**config.mk**
```make
export PLATFORM = sky130hd
export DESIGN_NAME = cnn_layer_accel_job_ctrl
export DESIGN_NICKNAME = d
export VERILOG_FILES = /design/src/rtl/cnn_layer_accel_job_pkg.sv /design/src/rtl/cnn_layer_accel_beat_counter.sv /design/src/rtl/cnn_layer_accel_job_ctrl.sv
export SDC_FILE = /design/constraint.sdc
export NUM_CORES = 1
export LEC_CHECK = 0
export CAP_MARGIN = 5
export CORE_MARGIN = 5
export CORE_UTILIZATION = 35
export CTS_BUF_LIST = sky130_fd_sc_hd__clkbuf_8
export DETAILED_ROUTE_END_ITERATION = 16
export PLACE_DENSITY_LB_ADDON = 0.25
export SYNTH_ARGS = -nofsm -noshare
export SYNTH_HDL_FRONTEND = slang
export SYNTH_SLANG_ARGS = --single-unit
```
**constraint.sdc**
```tcl
create_clock -name clk_if -period 11.6 [get_ports clk_if]
set_input_delay 3.48 -clock clk_if [delete_from_list [all_inputs] [get_ports clk_if]]
set_output_delay 3.48 -clock clk_if [all_outputs]
set_load 0.01 [all_outputs]
```
**src/rtl/cnn_layer_accel_job_pkg.sv**
```systemverilog
// Shared job-interface definitions for the layer accelerator job controller
// and the verification driver that builds job descriptors.
package cnn_layer_accel_job_pkg;

  typedef enum logic [2:0] {
    StIdle,
    StFetchReq,
    StFetch,
    StExec,
    StComplete
  } job_state_t;

  localparam int unsigned JobParamsWidth  = 128;
  localparam int unsigned DimFieldWidth   = 16;
  localparam int unsigned SmallFieldWidth = 4;

  // Bit offsets of each field inside the 128-bit descriptor
  localparam int unsigned RowsOffset       = 0;
  localparam int unsigned ColsOffset       = 16;
  localparam int unsigned DepthOffset      = 32;
  localparam int unsigned KernelsOffset    = 48;
  localparam int unsigned KernelSizeOffset = 64;
  localparam int unsigned StrideOffset     = 68;
  localparam int unsigned PaddingOffset    = 72;
  localparam int unsigned ReservedOffset   = 76;

  // Descriptor layout, MSB first
  typedef struct packed {
    logic [51:0] reserved;
    logic [3:0]  padding;
    logic [3:0]  stride;
    logic [3:0]  kernel_size;
    logic [15:0] num_kernels;
    logic [15:0] depth;
    logic [15:0] num_cols;
    logic [15:0] num_rows;
  } job_params_t;

endpackage

```
**src/rtl/cnn_layer_accel_beat_counter.sv**
```systemverilog
// Loadable up-counter with terminal-count detect; shared by the pixel and
// weight fetch paths.
module cnn_layer_accel_beat_counter #(
  parameter int unsigned Width = 32
) (
  input  logic             clk_i,
  input  logic             rst_ni,
  input  logic             clear_i,
  input  logic             load_i,
  input  logic [Width-1:0] load_value_i,
  input  logic             inc_i,
  input  logic [Width-1:0] terminal_i,
  output logic [Width-1:0] count_o,
  output logic             last_o
);

  logic [Width-1:0] count_q, count_d;

  // Next count: clear wins over load, load wins over increment
  always_comb begin
    count_d = count_q;
    if (clear_i) begin
      count_d = '0;
    end else if (load_i) begin
      count_d = load_value_i;
    end else if (inc_i) begin
      count_d = count_q + Width'(1);
    end
  end

  // Count register with synchronous active-low reset
  always_ff @(posedge clk_i) begin
    if (!rst_ni) begin
      count_q <= '0;
    end else begin
      count_q <= count_d;
    end
  end

  assign count_o = count_q;
  // Flags the increment that lands exactly on the terminal value
  assign last_o  = inc_i && ((count_q + Width'(1)) == terminal_i);

endmodule

```
**src/rtl/cnn_layer_accel_job_ctrl.sv**
```systemverilog
// Responder side of the quad job handshake: latches the job descriptor,
// requests the pixel fetch, meters pixel beats, waits for the core and
// holds completion until the host acknowledges.
module cnn_layer_accel_job_ctrl
  import cnn_layer_accel_job_pkg::*;
#(
  parameter int unsigned C_DIM_WIDTH      = 16,
  parameter int unsigned C_BEAT_CNT_WIDTH = 32
) (
  input  logic                   clk_if,
  input  logic                   rst,
  input  logic                   job_start,
  output logic                   job_accept,
  input  logic [127:0]           job_parameters,
  output logic                   job_fetch_request,
  input  logic                   job_fetch_ack,
  output logic                   job_fetch_complete,
  output logic                   job_complete,
  input  logic                   job_complete_ack,
  input  logic                   pixel_valid,
  output logic                   pixel_ready,
  output logic                   pixel_fire,
  input  logic                   core_done,
  output logic [C_DIM_WIDTH-1:0] cfg_num_rows,
  output logic [C_DIM_WIDTH-1:0] cfg_num_cols,
  output logic [C_DIM_WIDTH-1:0] cfg_depth,
  output logic [C_DIM_WIDTH-1:0] cfg_num_kernels,
  output logic [3:0]             cfg_kernel_size,
  output logic [3:0]             cfg_stride,
  output logic [3:0]             cfg_padding,
  output logic                   job_err,
  output logic                   busy
);

  job_state_t state_q, state_d;

  logic [C_DIM_WIDTH-1:0]      in_rows, in_cols, min_dim;
  logic [3:0]                  in_ksize;
  logic                        params_bad;
  logic                        latch_cfg;
  logic                        accept_d, fetch_done_d, err_d;
  logic                        cnt_clear, cnt_load, cnt_last;
  logic [C_BEAT_CNT_WIDTH-1:0] beat_cnt, beats_total_q;

  logic                        accept_q, fetch_req_q, fetch_done_q, complete_q;
  logic                        ready_q, err_q, busy_q;
  logic [C_DIM_WIDTH-1:0]      rows_q, cols_q, depth_q, kernels_q;
  logic [3:0]                  ksize_q, stride_q, pad_q;
  logic                        unused_params;

  assign in_rows  = job_parameters[RowsOffset +: C_DIM_WIDTH];
  assign in_cols  = job_parameters[ColsOffset +: C_DIM_WIDTH];
  assign in_ksize = job_parameters[KernelSizeOffset +: SmallFieldWidth];
  assign min_dim  = (in_rows < in_cols) ? in_rows : in_cols;

  // A kernel that does not fit the frame is rejected straight to completion
  assign params_bad = (in_rows == '0) || (in_cols == '0) || (in_ksize == '0) ||
                      (C_DIM_WIDTH'(in_ksize) > min_dim);

  assign unused_params = ^job_parameters[JobParamsWidth-1:ReservedOffset];

  cnn_layer_accel_beat_counter #(
    .Width(C_BEAT_CNT_WIDTH)
  ) u_beat_counter (
    .clk_i       (clk_if),
    .rst_ni      (rst),
    .clear_i     (cnt_clear),
    .load_i      (cnt_load),
    .load_value_i('0),
    .inc_i       (pixel_fire),
    .terminal_i  (beats_total_q),
    .count_o     (beat_cnt),
    .last_o      (cnt_last)
  );

  // Next-state and pulse decode
  always_comb begin
    state_d      = state_q;
    accept_d     = 1'b0;
    fetch_done_d = 1'b0;
    err_d        = err_q;
    latch_cfg    = 1'b0;
    cnt_clear    = 1'b0;
    cnt_load     = 1'b0;
    unique case (state_q)
      StIdle: begin
        if (job_start) begin
          latch_cfg = 1'b1;
          accept_d  = 1'b1;
          cnt_load  = 1'b1;
          if (params_bad) begin
            err_d   = 1'b1;
            state_d = StComplete;
          end else begin
            state_d = StFetchReq;
          end
        end
      end
      StFetchReq: begin
        if (job_fetch_ack) state_d = StFetch;
      end
      StFetch: begin
        if (cnt_last || (beat_cnt >= beats_total_q)) begin
          fetch_done_d = 1'b1;
          state_d      = StExec;
        end
      end
      StExec: begin
        if (core_done) state_d = StComplete;
      end
      StComplete: begin
        if (job_complete_ack) begin
          err_d     = 1'b0;
          cnt_clear = 1'b1;
          state_d   = StIdle;
        end
      end
      default: state_d = StIdle;
    endcase
  end

  // State, registered outputs and latched configuration
  always_ff @(posedge clk_if) begin
    if (!rst) begin
      state_q       <= StIdle;
      accept_q      <= 1'b0;
      fetch_req_q   <= 1'b0;
      fetch_done_q  <= 1'b0;
      complete_q    <= 1'b0;
      ready_q       <= 1'b0;
      err_q         <= 1'b0;
      busy_q        <= 1'b0;
      rows_q        <= '0;
      cols_q        <= '0;
      depth_q       <= '0;
      kernels_q     <= '0;
      ksize_q       <= '0;
      stride_q      <= '0;
      pad_q         <= '0;
      beats_total_q <= '0;
    end else begin
      state_q      <= state_d;
      accept_q     <= accept_d;
      fetch_done_q <= fetch_done_d;
      err_q        <= err_d;
      // Level outputs follow the state being entered so they align with it
      fetch_req_q  <= (state_d == StFetchReq);
      complete_q   <= (state_d == StComplete);
      ready_q      <= (state_d == StFetch);
      busy_q       <= (state_d != StIdle);
      if (latch_cfg) begin
        rows_q        <= in_rows;
        cols_q        <= in_cols;
        depth_q       <= job_parameters[DepthOffset +: C_DIM_WIDTH];
        kernels_q     <= job_parameters[KernelsOffset +: C_DIM_WIDTH];
        ksize_q       <= in_ksize;
        stride_q      <= job_parameters[StrideOffset +: SmallFieldWidth];
        pad_q         <= job_parameters[PaddingOffset +: SmallFieldWidth];
        beats_total_q <= C_BEAT_CNT_WIDTH'(in_rows) * C_BEAT_CNT_WIDTH'(in_cols);
      end
    end
  end

  assign pixel_fire         = pixel_valid & ready_q;
  assign job_accept         = accept_q;
  assign job_fetch_request  = fetch_req_q;
  assign job_fetch_complete = fetch_done_q;
  assign job_complete       = complete_q;
  assign pixel_ready        = ready_q;
  assign job_err            = err_q;
  assign busy               = busy_q;
  assign cfg_num_rows       = rows_q;
  assign cfg_num_cols       = cols_q;
  assign cfg_depth          = depth_q;
  assign cfg_num_kernels    = kernels_q;
  assign cfg_kernel_size    = ksize_q;
  assign cfg_stride         = stride_q;
  assign cfg_padding        = pad_q;

endmodule

```
==> flow_summary.toml <==
[pwr]
vdd_drop_max_v = 0.000287
p_sw_share_pct = 49.8
switching_power_w = 0.00216
powerDensity_nw_per_um2 = 224
power_frac_seq_pct = 14.3
pwr-share-comb_pct = 75.8
leakage_nw = 8.68
pwr-share-clk_pct = 10.0
p_int_w = 0.00218

[cts]
cts_tree = "yes"
h-tree-depth = 4
clock-root-buffer = "clkbuf_8"
cts_hold_buffers = 0
cts_buffer_depth = 2
cts_inserted_buffers = 17
cts.sinks = 150
clkLatencyLatePin_ps = 520
clk_pin_slew_ps = 90
cts_resized = 0
post_cts_buffers = 0

[sta]
post-route-period-util_pct = 85.2
setup_viol = 0
fin_tns_setup_ps = 0
max_freq_mhz = 101
rsz0062_at_grt = "false"
slew_headroom_pct = 26.1
tightestPinTransition_ps = 1110
finClkSkew_ps = 18.7
slew_viol_final = 0
hold_viol = 0
min_period_ps = 9890

[synthesis]
synthArstFlopShare_pct = 0
avgSynthCellArea_sq_um = 8.30
ys.flop_type = "dfxtp_1"
synth.most_common_cell = "nand2_1"
synth.area.top_cells = "fa_1 (23%), dfxtp_1 (18%), ha_1 (13%)"
seq_area_frac_synth_pct = 17.8
yosysWarnings = 0
synth-seq-cells = 150
synth-edff-count = 0
synth_top_cells_by_count = "nand2_1 (358), inv_1 (287), fa_1 (194)"
yosysTopAreaCellShare_pct = 23.1
synth_area_sq_um = 16800
synth_fp_nets = 2527
synthCells = 2027
ys_types = 78
synth_top_area_cell = "fa_1"

[detailed_routing]
wl_um = 48700
drtIter0Drc = 901
drcViolationCount = 0
antenna_left = 0
viasPerCell = 5.11
dr.pass1.iters = 9
via_count = 14100
post_drt_wl_per_cell_um = 17.6

[floorplan]
ios = 219
core_sq_um = 47600
die_w_um = 229
die_area_sq_um = 52600
rows = 80
start_util_pct = 35.3
die_y_um = 229

[critical_path]
cp_data_arrival_time_ps = 10280
crit_top_cell = "fa_1"
path_delay_family = "adder cells"
slowest_stage = "clkdlybuf4s50_1"
r2r_setup_slack_ps = 8220
worstSetupPathType = "primary input to flop"
crit_path_end_kind = "flop"
crit_fanout = 14
max_stage_delay_ps = 800
cp-start-kind = "primary input"
critical_path.cell_chain = "clkdlybuf4s50_1, ha_1, fa_1, inv_1, fa_1, fa_1, inv_1, fa_1, fa_1, inv_1, fa_1, inv_1, ha_1, a211oi_1, nor2_1, o41a_1, o211ai_1, a31oi_1, or2_2, a31o_2, a211o_1"
critPathBufInv = 5
crit_required_ps = 12000

[grt]
grt_max_degree = 78
overflow = 0
grt_pass1_wl_um = 78700
grt_use_total_pct = 18.4
grt_antenna_before_repair = 1
first_global_vias = 14700

[final_layout]
drive_above_1_share_pct = 4.32
nets = 2642
final_util_pct = 40.8
syn_to_final_growth_pct = 15.4

[placed_design]
dp_hpwl_um = 37100
gp_congestion = 0.887
port_buffers = 166

[run_status]
status = "finished clean"

[worst_hold_path]
holdCritPathClass = "flop to flop"

[run]
cap_violations = 0
state kept, by name (all words and copies together), names as in the netlist, 3 cells and up:
register and flops:
cfg_kernel_size 4, cfg_depth 16, cfg_num_rows 16, u_beat_counter.count_o 32, state_q 3, cfg_padding 4
cfg_stride 4, beats_total_q 32, cfg_num_cols 16, cfg_num_kernels 16
power groups by stage:
stage / Clock, W / Sequential [W] / Combinational, W
2_1_floorplan: 0 / 0.000628 / 0.00246
3_3_place_gp: 0 / 0.000628 / 0.00324
3_5_place_dp: 0 / 0.000630 / 0.00327
4_1_cts: 0.000450 / 0.000619 / 0.00330
5_1_grt: 0.000468 / 0.000626 / 0.00377
6_report: 0.000433 / 0.000619 / 0.00329
final timing paths:
path / cells after the start / end / from
worst max-delay path: 21 / beats_total_q[29] / job_parameters[6]
worst max register to register: 9 / pixel_ready / u_beat_counter.count_o[0]
worst min-delay path: 2 / cfg_depth[15] / cfg_depth[15]
worst min register to register: 2 / cfg_depth[15] / cfg_depth[15]
routing by layer:
metal | part of all wire (%) | global-route usage (%) | vias to the layer above
li1 | - | - | 6782
met3 | 4.6 | 3.02 | 84
met1 | 46 | 24.8 | 6912
met5 | 0 | 0 | -
met4 | 2.6 | 5.30 | 0
met2 | 47 | 30.7 | 368
cell families after synthesis:
logic type	share of synthesized area, %
XOR/XNOR	4.21
buffers and inverters	9.41
flip-flops	17.8
multiplexers	0.186
AO/OA/AOI/OAI	11.3
adder cells (fa/ha/maj)	35.8
AND/OR/NAND/NOR	21.2
final cells by class:
type	instances	area, sq um
fill	4877	28200
multi-input combinational	1486	12200
sequential	150	3000
timing repair buffer	199	1910
inverter	288	1090
tap	615	769
clock buffer	18	248
clock inverter	14	149
antenna	1	2.50
metrics by stage:
step / std cells / area, sq um / worst slack [ps] / power, W / hold slack (ps)
6_report: 2771 / 19400 / 1710 / 0.00434 / 456
5_1_grt: 2771 / 19400 / 1390 / 0.00486 / 472
4_1_cts: 2770 / 19400 / 1810 / 0.00437 / 459
3_5_place_dp: 2738 / 19000 / 1260 / 0.00390 / 446
3_3_place_gp: 2738 / 19000 / 1290 / 0.00387 / 441
2_1_floorplan: 2027 / 16800 / 2290 / 0.00309 / 436
placed cells by master (no fill, tap or decap), drive strengths merged, types with 5 or more instances in the layout:
cell,netlist,routed
nor4,17,17
and2,109,109
clkdlybuf4s50,0,166
xnor2,46,46
or3,14,14
inv,287,293
a31oi,11,11
o22ai,6,6
a211oi,18,18
o21a,14,14
o21ai,36,36
a41oi,5,5
and4,11,11
buf,12,33
nor2b,6,6
clkinv,1,6
dfxtp,150,150
nand2,359,359
nand3,49,49
o211ai,6,6
a21o,22,22
a21oi,137,137
nor2,79,79
clkbuf,91,18
nor3,29,29
fa,194,194
xor2,34,34
ha,171,171
nand2b,8,8
o2111ai,5,5
nand4,18,18
and3,12,12
nand3b,5,5
worst min-delay path: cells and delay by family, from the launching register on:
family / cells / cell delay [ps]
simple gates: 1 / 50
compound gates: 1 / 50
flops: 1 / 320
Note: power is estimated with default switching activity, not from simulation.
